<file path="config.mk">
export PLATFORM = sky130hd
export DESIGN_NAME = sys_bridge
export DESIGN_NICKNAME = d
export VERILOG_FILES = /design/src/rtl/sys_bridge_pkg.sv /design/src/rtl/bridge_irq_cell.sv /design/src/rtl/sys_bridge.sv
export SDC_FILE = /design/constraint.sdc
export NUM_CORES = 1
export LEC_CHECK = 0
export BUFFER_PORTS_ARGS = -buffer_cell sky130_fd_sc_hd__buf_2
export CORE_AREA = 2 2 145 147
export CTS_CLUSTER_DIAMETER = 150
export DETAILED_ROUTE_END_ITERATION = 8
export DIE_AREA = 0 0 147 149
export PLACE_DENSITY = 0.68
export SYNTH_ARGS = -nofsm -noshare
export SYNTH_HDL_FRONTEND = slang
export SYNTH_SLANG_ARGS = --single-unit
</file>
<file path="constraint.sdc">
create_clock -name clk -period 8.9 [get_ports clk]
set_input_delay 1.78 -clock clk [delete_from_list [all_inputs] [get_ports clk]]
set_output_delay 1.78 -clock clk [all_outputs]
set_load 0.05 [all_outputs]
</file>
<file path="src/rtl/sys_bridge_pkg.sv">
// +----------------------------------------------------------------------+
// | sys_bridge_pkg : shared constants and types for the CPU/IO bridge    |
// | Revision 1.0                                                         |
// +----------------------------------------------------------------------+
`default_nettype none

package sys_bridge_pkg;

   localparam logic [31:0] C_DEV_BASE  = 32'h0000_7F00;
   localparam int unsigned C_DEV_SPAN  = 16;
   localparam logic [31:0] C_CTRL_BASE = 32'h0000_7F80;

   // Control window register index, taken from PrAddr[3:2]
   typedef enum logic [1:0] {
      REG_PEND    = 2'd0,
      REG_MASK    = 2'd1,
      REG_ERRADDR = 2'd2,
      REG_STATUS  = 2'd3
   } ctrl_reg_e;

endpackage

`default_nettype wire

</file>
<file path="src/rtl/bridge_irq_cell.sv">
// +----------------------------------------------------------------------+
// | bridge_irq_cell : one interrupt line, edge or level, with W1C pend   |
// | Revision 1.0                                                         |
// +----------------------------------------------------------------------+
`default_nettype none

module bridge_irq_cell #(
   parameter bit EDGE = 1'b0
) (
   input  logic clk,
   input  logic reset,
   input  logic i_irq,
   input  logic i_clr,
   output logic o_pend
);

   logic irq_d, irq_q;
   logic pend_d, pend_q;

   always_comb begin
      irq_d = i_irq;
      if (EDGE) begin
         // A new rising edge beats a simultaneous clear
         pend_d = (i_irq & ~irq_q) | (pend_q & ~i_clr);
      end else begin
         pend_d = i_irq;
      end
   end

   // Edge history keeps tracking through reset so a line already high at release is not an edge
   always_ff @(posedge clk) begin
      irq_q <= irq_d;
   end

   always_ff @(posedge clk) begin
      if (reset) begin
         pend_q <= 1'b0;
      end else begin
         pend_q <= pend_d;
      end
   end

   assign o_pend = pend_q;

endmodule

`default_nettype wire

</file>
<file path="src/rtl/sys_bridge.sv">
// +----------------------------------------------------------------------+
// | sys_bridge : CPU-to-peripheral bridge, window decode, IRQ and errors |
// | Revision 1.0                                                         |
// +----------------------------------------------------------------------+
`default_nettype none

module sys_bridge
   import sys_bridge_pkg::*;
#(
   parameter int unsigned NUM_DEV   = 6,
   parameter logic [31:0] DEV_BASE  = C_DEV_BASE,
   parameter int unsigned DEV_SPAN  = C_DEV_SPAN,
   parameter logic [31:0] CTRL_BASE = C_CTRL_BASE,
   parameter logic [5:0]  IRQ_EDGE  = 6'b000000,
   parameter logic [5:0]  MASK_RST  = 6'b111111
) (
   input  logic                   clk,
   input  logic                   reset,
   input  logic [31:0]            PrAddr,
   input  logic                   PrWE,
   input  logic                   PrRE,
   input  logic [31:0]            PrWD,
   output logic [31:0]            PrRD,
   output logic [31:0]            DevAddr,
   output logic [31:0]            DevWD,
   output logic [NUM_DEV-1:0]     DevWE,
   input  logic [32*NUM_DEV-1:0]  DevRD,
   input  logic [NUM_DEV-1:0]     DevIrq,
   output logic [5:0]             HWInt,
   output logic                   BusErr
);

   logic [NUM_DEV-1:0] dev_hit;
   logic [NUM_DEV-1:0] pend;
   logic [NUM_DEV-1:0] pend_clr;
   logic               ctrl_hit;
   logic               ctrl_wr;
   logic               unmapped;
   logic               err_clr;
   ctrl_reg_e          reg_sel;
   logic [5:0]         pend_ext;
   logic [31:0]        dev_rd;
   logic [31:0]        ctrl_rd;

   logic [5:0]  mask_d, mask_q;
   logic [5:0]  hwint_d, hwint_q;
   logic        err_d, err_q;
   logic        buserr_d, buserr_q;
   logic [31:0] erraddr_d, erraddr_q;

   generate
      for (genvar i = 0; i < NUM_DEV; i++) begin : g_dev
         localparam logic [31:0] LO = DEV_BASE + 32'(i * DEV_SPAN);
         localparam logic [31:0] HI = LO + 32'(DEV_SPAN);

         assign dev_hit[i] = (PrAddr >= LO) && (PrAddr < HI);

         bridge_irq_cell #(
            .EDGE (IRQ_EDGE[i])
         ) u_irq_cell (
            .clk    (clk),
            .reset  (reset),
            .i_irq  (DevIrq[i]),
            .i_clr  (pend_clr[i]),
            .o_pend (pend[i])
         );
      end
   endgenerate

   assign ctrl_hit = (PrAddr[31:4] == CTRL_BASE[31:4]);
   assign reg_sel  = ctrl_reg_e'(PrAddr[3:2]);
   assign ctrl_wr  = PrWE & ctrl_hit;
   assign unmapped = (PrWE | PrRE) & ~(|dev_hit) & ~ctrl_hit;
   assign DevWD    = PrWD;
   assign DevWE    = {NUM_DEV{PrWE}} & dev_hit;

   always_comb begin
      DevAddr = '0;
      dev_rd  = '0;
      for (int i = 0; i < NUM_DEV; i++) begin
         if (dev_hit[i]) begin
            DevAddr = PrAddr - (DEV_BASE + 32'(i) * 32'(DEV_SPAN));
            dev_rd  = DevRD[32*i +: 32];
         end
      end
   end

   always_comb begin
      pend_ext              = '0;
      pend_ext[NUM_DEV-1:0] = pend;
   end

   always_comb begin
      ctrl_rd = '0;
      case (reg_sel)
         REG_PEND:    ctrl_rd = {26'd0, pend_ext};
         REG_MASK:    ctrl_rd = {26'd0, mask_q};
         REG_ERRADDR: ctrl_rd = erraddr_q;
         REG_STATUS:  ctrl_rd = {31'd0, err_q};
         default:     ctrl_rd = '0;
      endcase
   end

   always_comb begin
      PrRD = '0;
      if (|dev_hit) begin
         PrRD = dev_rd;
      end else if (ctrl_hit) begin
         PrRD = ctrl_rd;
      end
   end

   always_comb begin
      pend_clr  = '0;
      mask_d    = mask_q;
      err_d     = err_q;
      erraddr_d = erraddr_q;
      err_clr   = ctrl_wr && (reg_sel == REG_STATUS) && PrWD[0];
      if (ctrl_wr && (reg_sel == REG_PEND)) begin
         pend_clr = PrWD[NUM_DEV-1:0];
      end
      if (ctrl_wr && (reg_sel == REG_MASK)) begin
         mask_d = PrWD[5:0];
      end
      if (err_clr) begin
         err_d = 1'b0;
      end
      // First error address is sticky until ERR is cleared
      if (unmapped) begin
         err_d = 1'b1;
         if (!err_q || err_clr) begin
            erraddr_d = PrAddr;
         end
      end
      hwint_d  = pend_ext & mask_q;
      buserr_d = unmapped;
   end

   always_ff @(posedge clk) begin
      if (reset) begin
         mask_q    <= MASK_RST;
         hwint_q   <= '0;
         err_q     <= 1'b0;
         erraddr_q <= '0;
         buserr_q  <= 1'b0;
      end else begin
         mask_q    <= mask_d;
         hwint_q   <= hwint_d;
         err_q     <= err_d;
         erraddr_q <= erraddr_d;
         buserr_q  <= buserr_d;
      end
   end

   assign HWInt  = hwint_q;
   assign BusErr = buserr_q;

endmodule

`default_nettype wire

</file>
# == Word level (Yosys, flattened, before mapping) ==
# Index checks and enable logic that the tools add are counted.
# word_totals
register_bits,52
elab_cells,73
# classes
n_addsub,6
n_lt_le_gt_ge,12
eq_ne,4
mux,17
bitwise,8
reduce_logical,15
# ops
operator,n
2-to-1 mux 32 bit,14
greater-or-equal comparator 32 x 15 -> 1 bit (second input constant),6
< comparator 32 x 15 -> 1 bit (second input constant),6
subtractor 32 x 15 -> 32 bit (second input constant),6
one-hot mux 32 bit (4 select lines),1
equality test 28 x 11 -> 1 bit (second input constant),1
bitwise AND 6 bit,2
logical AND 1 bit,9
OR reduction 6 bit,1
equality test 2 bit (second input constant),2
bitwise AND 1 bit,3
equality test 2 x 1 -> 1 bit (second input constant),1
logical NOT 2 bit,1
2-to-1 mux 1 bit,2
NOT 1 bit,2
AND reduction 2 bit,1
nonzero test 2 bit,1
logical NOT 1 bit,1
logical OR 1 bit,1
bitwise OR 1 bit,1

# == Depth between registers and ports, before layout ==
# Gate-level depths: netlist (run 1).
# depth
word_depth,9
ltp_mapped,15
depth_no_buf,10

# == By module ==
# A second synthesis (run 1) with hierarchy kept.
# hier_totals
hier_cells,914
area_unflattened_um2,6463.7
# by_module_without_submodules
module,n_inst,cells_per_inst,area_each_um2,seq_area_each_um2
sys_bridge,1,902,6261.0,920.9
bridge_irq_cell,6,2,33.8,20.0

# == Worst setup path before layout (run 1) ==
# Ideal clock, no wire load.
# synth_timing
kind,input to output
start,input PrAddr[6]
end,output PrRD[1]
t_arrival_ps,5227
slack_ps,1893
stages,13
n_path_buf,3
cell_sequence,clkbuf_1 inv_1 ha_1 nor2b_1 nor3_1 a31oi_1 nor3b_1 buf_2 clkbuf_1 a221oi_1 nor3_1 a211oi_1 o31ai_1
# synth_between
elab_chain_cells,9
elab_cells_between_ends,28
classes_between,order compare: 12; eq/ne: 1; mux: 8; reduce/logical: 7
# synth_rtl
element,line,text
start: declaration,sys_bridge.sv:19,"input logic [31:0] PrAddr,"
greater-or-equal comparator 32 x 15 -> 1 bit / < comparator 32 x 15 -> 1 bit (equally long branches),sys_bridge.sv:56,assign dev_hit[i] = (PrAddr >= LO) && (PrAddr < HI);
logical AND 1 bit,sys_bridge.sv:56,
2-to-1 mux 32 bit (6 in series),sys_bridge.sv:81,if (dev_hit[i]) begin
2-to-1 mux 32 bit (*),sys_bridge.sv:106,if (|dev_hit) begin
end: declaration,sys_bridge.sv:23,"output logic [31:0] PrRD,"
# Every way passes the cells marked *; elsewhere a longest branch is shown, timed or not.

# == Worst setup path in the final report (run 1) ==
# layout_timing
start,input PrAddr[5]
end,output DevAddr[19]
# layout_between
elab_chain_cells,8
elab_cells_between_ends,30
classes_between,add/sub: 6; order compare: 12; mux: 6; reduce/logical: 6
# layout_rtl
element,line,text
greater-or-equal comparator 32 x 15 -> 1 bit / < comparator 32 x 15 -> 1 bit (equally long branches),sys_bridge.sv:56,
logical AND 1 bit,sys_bridge.sv:56,
2-to-1 mux 32 bit (5 in series),sys_bridge.sv:81,
2-to-1 mux 32 bit (*),sys_bridge.sv:81,
end: declaration,sys_bridge.sv:24,"output logic [31:0] DevAddr,"
# Marked as above.

==> impl_results.md, run 1 <==
- Number of global-route vias before repair: 6002
- HP Start: g_dev[2].u_irq_cell.o_pend
- Initial DRC Count: ~640
- Status: finished clean
- Syn-to-layout area delta: 29.32%
- TritonRoute pass-1 iters: 5
- Worst path cell trace: buf_2 -> inv_1 -> ha_1 -> nand2b_1 -> a211oi_2 -> a41o_1 -> and2_2 -> a21oi_1 -> o21ai_0 -> o31a_1 -> buf_2
- Max-slew violation count: 0
- Clk_skew: 0.003842 ns
- Post-cts hold buffer count: 0
- Total number of H-tree levels: 2
- Slowest CP cell: o21ai_0
- RSZ-0062 raised after global routing: false
- Avg Cell Area, Syn: a little over 7 um^2
- Slew margin rel.: 0.1057
- Final WL: approximately 25000 um
- Post-Syn Nets: 1045
- Final instance area: ~7000 um^2
- PwrDens: about 88 nW/um^2
- Async SR Flop Fraction: 0
- Most frequent CP cell: buf_2
- Ports: 375
- CTS root buffer: clkbuf_16
- Rows: 53
- Slew @ Worst Pin: 1.331 ns
- Synth Register Bits: between 50 and 60
- Synth warn: 0
- Post-CTS setup buffers: 0
- Placer Congestion: 0.9289
- Worst setup EP type: primary output
- Total Routing Usage GR: 0.2138
- Via count: roughly 6800
- CP max stage delay: slightly above 1 ns
- Initial antenna violation count: 4
- Mapped Cells: ~770
- Register area share after synthesis: 0.1925
- Peak supply drop: 0.00009177 V
- Synth unique cells: 66
- Fmax: around 130 MHz
- Drc violations: 0
- NumNets Final: between 1000 and 1500
- Resize count post-CTS: 0
- Layout Utilization: 0.3401
- Buf/Inv on CP: 3
- Layout fillers: 2260
- CP max FO: 45
- Vias per std cell: around 5.3
- Post-synth EDFFs: 0
- Setup crit start: PrAddr[5]
- Critical Path Source Type: input pin
- Ys flop type: dfxtp_1
- Total power draw: 0.6150 mW
- Final-report setup violation count: 0
- CP Class: input pin to primary output
- Critical path arrival: about 5.9 ns
- Num CTS Buffers: 5
- CTS tree: built
- Clk_lat worst skew: 0.29 ns
- Hold Crit Class: register to register
- Clock transition at the registers of the reported paths: around 0.07 ns
- Layout cells sized above 1: 0.3594
- Die area: 21900 um^2
- DP Area: slightly below 7000 um^2
- Final hold violation count: 0
- Min Tclk post-route: 7.695 ns
- CTS max path bufs: 2
- GRT Residual Overflow: 0
- Core ar.: between 20000 and 25000 um^2
- Max Cap Violations: 0
- PortBufs: between 300 and 400
- Mapped cell area: around 5400 um^2
- Lkg Pwr: 3.337 nW
- Routed Antenna Nets: 0
- Clock Sinks: 52
- Die width: 147 um
- Period utilisation layout: 0.8646
- Wire per inst: slightly below 20 um
- Hpwl dp: 19920 um
- Largest net degree at the start of global routing: 57
- Die height: roughly 150 um
- Setup TNS: 0 ns
- First-pass GRT wire length: 36360 um
- CP delay by family, top: compound AO/OA/AOI/OAI gates
- Non-Filler Instances: about 1300
- Req. time, crit path: just over 7 ns
- Initial Util: 0.2630
- Placed instance count: around 1300
- Worst R2R Start: err_q
==> registers in the layout, indices dropped and copies added (netlist names) <==
| register | flops |
|---|---|
| mask_q | 6 |
| err_q | 1 |
| erraddr_q | 32 |
| BusErr | 1 |
| HWInt | 6 |
| g_dev.u_irq_cell.o_pend | 6 |
==> tightest hold or removal path: cells and delay by family (launching register included) <==
| family | cells | cell delay (ns) |
|---|---|---|
| flops | 1 | 0.31 |
| simple gates | 2 | 0.09 |
==> power breakdown <==
part | total (mW) | switching, mW | internal [mW]
Sequential | 0.252 | 0.00711 | 0.245
Combinational | 0.141 | 0.0806 | 0.0600
Clock | 0.222 | 0.0881 | 0.134
==> per-layer routing <==
| metal | GRT usage | part of all wire | wire, um | vias up |
|---|---|---|---|---|
| met5 | 0 | 0.00043 | 11 | - |
| met4 | 0.05000 | 0.019 | 473 | 2 |
| met3 | 0.05168 | 0.093 | 2358 | 36 |
| met2 | 0.3239 | 0.44 | 11120 | 321 |
| met1 | 0.3061 | 0.45 | 11360 | 3159 |
| li1 | - | - | - | 3256 |
==> layout make-up <==
| cell class | instances | area (um^2) | share of cell area |
|---|---|---|---|
| sequential | 52 | 1041 | 0.1489 |
| clock inverter | 2 | 38.79 | 0.005548 |
| clock buffer | 6 | 128.9 | 0.01843 |
| multi-input combinational | 598 | 3730 | 0.5335 |
| antenna | 3 | 7.507 | 0.001074 |
| inverter | 8 | 30.03 | 0.004295 |
| tap | 275 | 344.1 | 0.04921 |
| timing repair buffer | 330 | 1672 | 0.2391 |
==> cell usage after synthesis, drive strengths merged, types with 2 or more instances <==
cell	count	area, um^2
nor3	14	103.9
a211o	11	96.34
nor2b	14	87.58
a221o	31	310.3
a221oi	5	43.79
clkbuf	46	172.7
o31a	11	96.34
a211oi	21	167.7
inv	8	30.03
a22oi	21	162.6
a21o	2	15.01
nand2b	8	50.05
a32oi	6	52.55
nand4	4	25.02
nand2	148	555.5
o311ai	7	61.31
and3	7	43.79
xnor2	5	43.79
ha	13	162.7
nand3	10	50.05
buf	62	449.2
mux2i	11	110.1
or3	4	25.02
o211ai	18	135.1
and4	4	35.03
o21ai	39	195.2
a21oi	76	380.4
a31oi	2	12.51
nand4b	6	52.55
dfxtp	52	1041
nor2	50	187.7
o31ai	15	127.6
nor4	5	58.80
or4	6	52.55
and2	8	52.55
==> path summary, 6_finish.rpt <==
check | slack (ns) | endpoint | cells past startpoint
min reg2reg | 0.44 | HWInt[2] | 2
min | 0.44 | HWInt[2] | 2
max | 1.20 | DevAddr[19] | 11
max reg2reg | 7.14 | erraddr_q[17] | 4
==> stage by stage <==
step | setup WS [ns] | hold WS (ns)
final | 1.205 | 0.4400
after global routing | 0.8363 | 0.4596
after CTS | 1.292 | 0.4409
after detailed placement | 1.337 | 0.4320
after global placement | 1.398 | 0.4281
after floorplan | 1.893 | 0.4140
==> layout by cell type (no fill, tap or decap), types with 4 or more instances in the layout <==
cell       Yosys  routed
a211o_1       11      11
a211oi_1      19      19
a21oi_1       76      76
a221o_1       31      31
a221oi_1       5       5
a22oi_1       20      20
a32oi_1        6       6
and2_1         7       6
and3_1         7       7
and4_1         4       4
buf_2         18     322
buf_4         38       8
clkbuf_16      0       5
dfxtp_1       52      52
ha_1          13      13
inv_1          7       7
mux2i_1       11      11
nand2_1      148     148
nand2b_1       8       8
nand3_1       10      10
nand4_1        4       4
nand4b_1       6       6
nor2_1        50      50
nor2b_1       14      14
nor3_1        11      11
o211ai_1      18      18
o21ai_0       14      14
o21ai_1       25      25
o311ai_1       7       7
o31a_1        11      11
o31ai_1       12      12
or4_1          4       4
xnor2_1        5       5
==> cells by family (layout without fill, tap and decap cells) <==
logic type      Yosys count  after routing  share of synthesized area
compound gates          276            276                     0.3615
xor+xnor                  6              6                   0.009720
fa+ha+maj                13             13                    0.03009
buf+inv                 116            346                     0.1206
flops                    52             52                     0.1925
mux                      12             12                    0.02453
other cells               0              3                          0
simple gates            291            291                     0.2610
Power figures use the tool's default switching activity.
==> run 2: changes to the inputs <==
--- a/config.mk
+++ b/config.mk
@@ -10,7 +10,8 @@
 export CTS_CLUSTER_DIAMETER = 150
 export DETAILED_ROUTE_END_ITERATION = 8
 export DIE_AREA = 0 0 147 149
-export PLACE_DENSITY = 0.68
+export PLACE_DENSITY = 0.73
 export SYNTH_ARGS = -nofsm -noshare
 export SYNTH_HDL_FRONTEND = slang
+export SYNTH_HIERARCHICAL = 1
 export SYNTH_SLANG_ARGS = --single-unit
==> run 2 against run 1 <==
  * Count of clock-buffer cells in the layout unchanged
  * Global-route usage rose by 4.3 points
  * Hold slack better by 0.0090 ns
==> impl_results.md, run 2 <==
- Status: finished clean
- Hold Crit Class: register to register
- CP Class: input pin to primary output
- Wire per inst: 21.29 um (+7.1%)
- Placer Congestion: 0.9894 (+6.5%)
- Placed instance count: 1394 (+10%)
- TritonRoute pass-1 iters: 9 (+4)
- Clk_skew: 0.005498 ns (+0.001656 ns)
- Req. time, crit path: 7.12 ns (about the same)
- Num CTS Buffers: 5 (unchanged)
- Dpl ws: 1.695 ns (+0.3580 ns)
- Avg Cell Area, Syn: 7.077 um^2 (+0.27%)
- Total number of H-tree levels: 2 (unchanged)
- Critical path arrival: 5.45 ns (-0.47 ns)
- Clock Sinks: 52 (unchanged)
- Post-cts hold buffer count: 0 (unchanged)
- Vias per std cell: 5.701 (+7.2%)
- Clock share of power: 0.322 (-0.039)
- Sw Pwr: 0.1855 mW (+5.5%)
- Slew margin rel.: 0.3078 (+0.2021)
- RSZ-0062 raised after global routing: false
- CTS max path bufs: 2 (unchanged)
- Final instance area: 8046 um^2 (+15%)
- First-pass GRT wire length: 43770 um (+20%)
- Die width: 147 um (unchanged)
- Max-slew violation count: 0 (unchanged)
- Fin Hold WS: 0.4489 ns (+0.008987 ns)
- Final WL: 29870 um (+18%)
- Lkg Pwr: 3.694 nW (+11%)
- Initial antenna violation count: 3 (-1)
- Mapped cell area: 6426 um^2 (+19%)
- Die area: 21900 um^2 (unchanged)
- Slowest CP cell: nor4_1
- CTS tree: built
- Fmax: 138.4 MHz (+6.5%)
- Most frequent CP cell: buf_2
- CTS root buffer: clkbuf_16
- Layout cells sized above 1: 0.3425 (-0.01694)
- CP max FO: 29 (-36%)
- Ports: 375 (unchanged)
- Reg area: 1041 um^2 (unchanged)
- Area occupied by multi-input gates: 4696 um^2 (+26%)
- Die height: 149 um (unchanged)
- Final-report setup violation count: 0 (unchanged)
- Largest net degree at the start of global routing: 69 (+21%)
- Seq pwr share: 0.413 (+0.003)
- Post-CTS setup buffers: 0 (unchanged)
- CP max stage delay: 0.76 ns (-0.26 ns)
- Resize count post-CTS: 0 (unchanged)
- Sw Share: 0.3016 (+0.01574)
- Slew @ Worst Pin: 1.031 ns (-0.2998 ns)
- Core ar.: 20560 um^2 (unchanged)
- Rows: 53 (unchanged)
- PortBufs: 322 (unchanged)
- Mapped Cells: 908 (+19%)
- Internal power: 0.4294 mW (-2.2%)
- Period utilisation layout: 0.8121 (-0.05250)
- Min Tclk post-route: 7.228 ns (-0.4673 ns)
- Final hold violation count: 0 (unchanged)
- Worst path cell trace: buf_2 -> nor4_2 -> nand4_4 -> nor4_1 -> a211oi_2 -> or3_1 -> buf_4 -> o221ai_1 -> buf_2
- Max reg flops: 32 (unchanged)
- NumNets Final: 1405 (+10%)
- Layout Utilization: 0.3914 (+0.05131)
- Number of global-route vias before repair: 7247 (+21%)
- Most frequent cells in the layout: buf_2, nand3_1, mux2i_1
- Final WS setup: 1.672 ns (+0.4673 ns)
- Initial DRC Count: 774 (+21%)
- Setup TNS: 0 ns (unchanged)
- Logic pwr share: 0.266 (+0.037)
- Drc violations: 0 (unchanged)
- Top reg by flops: erraddr_q
- Critical Path Source Type: input pin
- Routed Antenna Nets: 0 (unchanged)
- Via count: 7998 (+18%)
- Layout fillers: 2161 (-4.4%)
- Peak supply drop: 0.0001450 V (+58%)
- Synth warn: 6 (+6)
- Worst setup EP type: primary output
- Syn-to-layout area delta: 25.21%
- Commonest non-fill, non-tap cell in the layout: buf_2
- GRT Residual Overflow: 0 (unchanged)
- Max Cap Violations: 0 (unchanged)
- Total Routing Usage GR: 0.2567 (+0.04295)
- Total power draw: 0.6149 mW (about the same)
- Buf/Inv on CP: 3 (unchanged)
- Hpwl dp: 22630 um (+14%)
- Post-Syn Nets: 1187 (+14%)
- Clk_lat worst skew: 0.29 ns (about the same)
- Non-Filler Instances: 1403 (+10%)
- Initial Util: 0.3126 (+0.04960)
- Clock transition at the registers of the reported paths: 0.07 ns (about the same)
- DP Area: 7895 um^2 (+16%)
- PwrDens: 76.42 nW/um^2 (-13%)
- CP delay by family, top: simple AND/OR/NAND/NOR gates
==> run 2: cell type report <==
| cell class | count | area share |
|---|---|---|
| diodes | 1 | 0.0003110 |
| clock buffers | 6 | 0.01726 |
| clock inverters | 2 | 0.001244 |
| inverters | 12 | 0.005598 |
| multi-input cells | 712 | 0.5836 |
| flip-flops and latches | 52 | 0.1294 |
| well taps | 275 | 0.04276 |
| repair buffers | 343 | 0.2199 |
==> run 2: path summary, 6_finish.rpt <==
path	startpoint	endpoint	slack, ns	cells after the start
worst min register to register	g_dev[4].u_irq_cell/o_pend	HWInt[4]	0.45	2
worst min-delay path	g_dev[4].u_irq_cell/o_pend	HWInt[4]	0.45	2
worst max register to register	err_q	erraddr_q[19]	6.81	5
worst max-delay path	PrAddr[16]	PrRD[27]	1.67	9
==> run 2: power groups by stage <==
stage	clock network [mW]	logic (mW)	registers, mW
floorplan	0	0.109	0.261
global placement	0	0.161	0.259
detailed placement	0	0.161	0.259
CTS	0.204	0.162	0.254
global route	0.214	0.176	0.255
finish	0.198	0.163	0.254
==> run 2: worst register-to-register path, cell delays in order, from the launching register on <==
cell and delay, ns:
dfxtp_1 0.32, nor3_1 0.20, nor4bb_4 0.60, buf_4 0.53, mux2i_1 0.26, nor2_1 0.05
==> run 2: per-layer routing <==
layer  vias to the layer above  part of all wire  global-route usage
li1                       3753                 -                   -
met1                      3708              0.44              0.3656
met2                       485              0.45              0.4094
met3                        50             0.095             0.03823
met4                         2             0.019             0.06106
met5                         -           0.00037                   0
==> run 3: changes to the inputs <==
==> constraint.sdc (replaced) <==
create_clock -name clk -period 7.4 [get_ports clk]
set_input_delay 1.48 -clock clk [delete_from_list [all_inputs] [get_ports clk]]
set_output_delay 1.48 -clock clk [all_outputs]
set_load 0.05 [all_outputs]
==> run 3 against run 2 <==
  * Via count barely moved
  * Power rose by 20%
  * Sequential share of layout area fell by 0.088 points
  * Global-route usage barely moved
  * Hold slack barely moved
==> impl_results.md, run 3 (synthesized netlist as in run 2, its figures left out) <==
- Clock Sinks: 52 (unchanged)
- Resize count post-CTS: 0 (unchanged)
- Clk_skew: 0.004605 ns (-0.0008926 ns)
- Clock transition at the registers of the reported paths: 0.07 ns (about the same)
- Clk_lat worst skew: 0.29 ns (about the same)
- Most frequent cells in the layout: buf_2, nand3_1, mux2i_1
- CTS max path bufs: 2 (unchanged)
- Post-CTS setup buffers: 0 (unchanged)
- Wire per inst: 21.63 um (+1.6%)
- Layout fillers: 2174 (+0.60%)
- Final hold violation count: 0 (unchanged)
- Worst path cell trace: buf_2 -> nor4_1 -> nand4_4 -> or4_2 -> buf_4 -> mux2i_1 -> o221ai_1 -> buf_2
- Via count: 7994 (-0.050%)
- Fmax: between 150 and 200 MHz
- Layout Utilization: 0.3941 (+0.002678)
- First-pass GRT wire length: 43510 um (-0.60%)
- Dpl ws: 0.9508 ns (-0.7440 ns)
- CP delay by family, top: simple AND/OR/NAND/NOR gates
- Final instance area: 8102 um^2 (+0.68%)
- Rows: 53 (unchanged)
- Final WS setup: 0.8997 ns (-0.7724 ns)
- CTS root buffer: clkbuf_16
- GRT Residual Overflow: 0 (unchanged)
- Hpwl dp: 23330 um (+3.1%)
- Critical path arrival: 5.02 ns (-0.43 ns)
- Syn-to-layout area delta: 26.07%
- Commonest non-fill, non-tap cell in the layout: buf_2
- Num CTS Buffers: 5 (unchanged)
- Ports: 375 (unchanged)
- Hold Path Sink: HWInt[3]
- Die area: 21900 um^2 (unchanged)
- Slew margin rel.: 0.2254 (-0.08239)
- HP Start: g_dev[3].u_irq_cell/o_pend
- Worst setup EP type: primary output
- PortBufs: 322 (unchanged)
- Number of global-route vias before repair: 7201 (-0.63%)
- Total number of H-tree levels: 2 (unchanged)
- Placer Congestion: 0.9376 (-5.2%)
- Vias per std cell: 5.674 (-0.48%)
- TritonRoute pass-1 iters: 7 (-2)
- Critical Path Source Type: input pin
- Die width: 147 um (unchanged)
- Req. time, crit path: 5.92 ns (-1.20 ns)
- Layout cells sized above 1: 0.3454 (+0.002904)
- Largest net degree at the start of global routing: 69 (unchanged)
- R2r endpoint: erraddr_q[9]
- Status: finished clean
- Lkg Pwr: 3.711 nW (+0.46%)
- CP max FO: 21 (-28%)
- Core ar.: 20560 um^2 (unchanged)
- Top reg by flops: erraddr_q
- Peak supply drop: 0.0001420 V (-2.0%)
- CP max stage delay: 1.14 ns (+0.38 ns)
- Initial antenna violation count: 1 (-2)
- Post-cts hold buffer count: 0 (unchanged)
- Hold Crit Depth: 2 (unchanged)
- Total power draw: 0.7372 mW (+20%)
- Initial Util: 0.3126 (unchanged)
- Slowest CP cell: or4_2
- Total Routing Usage GR: 0.2569 (about the same)
- Final WL: 30480 um (+2.0%)
- Max-slew violation count: 0 (unchanged)
- R2R setup slack: 5.31 ns (-1.50 ns)
- Max reg flops: 32 (unchanged)
- Final-report setup violation count: 0 (unchanged)
- RSZ-0062 raised after global routing: false
- PwrDens: 91.00 nW/um^2 (+19%)
- R2R depth: 5 (unchanged)
- Hold Crit Class: register to register
- Placed instance count: 1399 (+0.36%)
- Fin Hold WS: 0.4493 ns (+0.0003580 ns)
- Routed Antenna Nets: 0 (unchanged)
- Die height: 149 um (unchanged)
- Setup crit start: PrAddr[21]
- Slew @ Worst Pin: 1.162 ns (+0.1305 ns)
- Setup TNS: 0 ns (unchanged)
- Most frequent CP cell: buf_2
- DP Area: 7948 um^2 (+0.67%)
- Initial DRC Count: 796 (+2.8%)
- Buf/Inv on CP: 3 (unchanged)
- Max Cap Violations: 0 (unchanged)
- Non-Filler Instances: 1409 (+0.43%)
- Min Tclk post-route: ~6.5 ns
- NumNets Final: 1410 (+0.36%)
- Worst R2R Start: err_q
- Drc violations: 0 (unchanged)
- CP Class: input pin to primary output
- Period utilisation layout: 0.8784
- CTS tree: built
-- run 3: routing by layer --
layer  wire, um  vias up  global-route usage
li1           -     3754                   -
met1      13840     3761              0.3748
met2      13730      435              0.4045
met3       2398       44             0.02875
met4        514        0             0.06346
met5          0        -                   0
-- run 3: how the worst max path moves through the flow --
stage | slack, ns | cells past startpoint | end
after floorplan | 0.73 | 10 | DevAddr[12]
after global placement | 0.95 | 8 | PrRD[24]
after detailed placement | 0.95 | 8 | PrRD[29]
after CTS | 0.95 | 8 | PrRD[29]
after global routing | 0.73 | 9 | DevAddr[16]
final | 0.90 | 8 | PrRD[30]
-- run 3: layout make-up --
cell class	instances	area (um^2)	area share
clock buffers	5	125.1	0.01544
multi-input cells	712	4696	0.5796
inverters	12	45.04	0.005560
clock inverters	3	23.77	0.002934
repair buffers	348	1822	0.2249
diodes	2	5.005	0.0006178
well taps	275	344.1	0.04247
flip-flops and latches	52	1041	0.1285
-- run 3: where the power goes --
part	total, mW	internal, mW	switching (mW)	leakage (nW)
clock network	0.235	0.126	0.109	0.0660
logic	0.198	0.0871	0.111	3.22
registers	0.305	0.296	0.00842	0.428
total	0.737	0.509	0.228	3.71
-- run 3: worst register-to-register path, cell delays in order, from the launching register on --
cell      delay (ns)
dfxtp_1         0.33
nor3_1          0.18
nor4bb_4        0.58
buf_4           0.53
mux2i_1         0.27
nor2_1          0.05
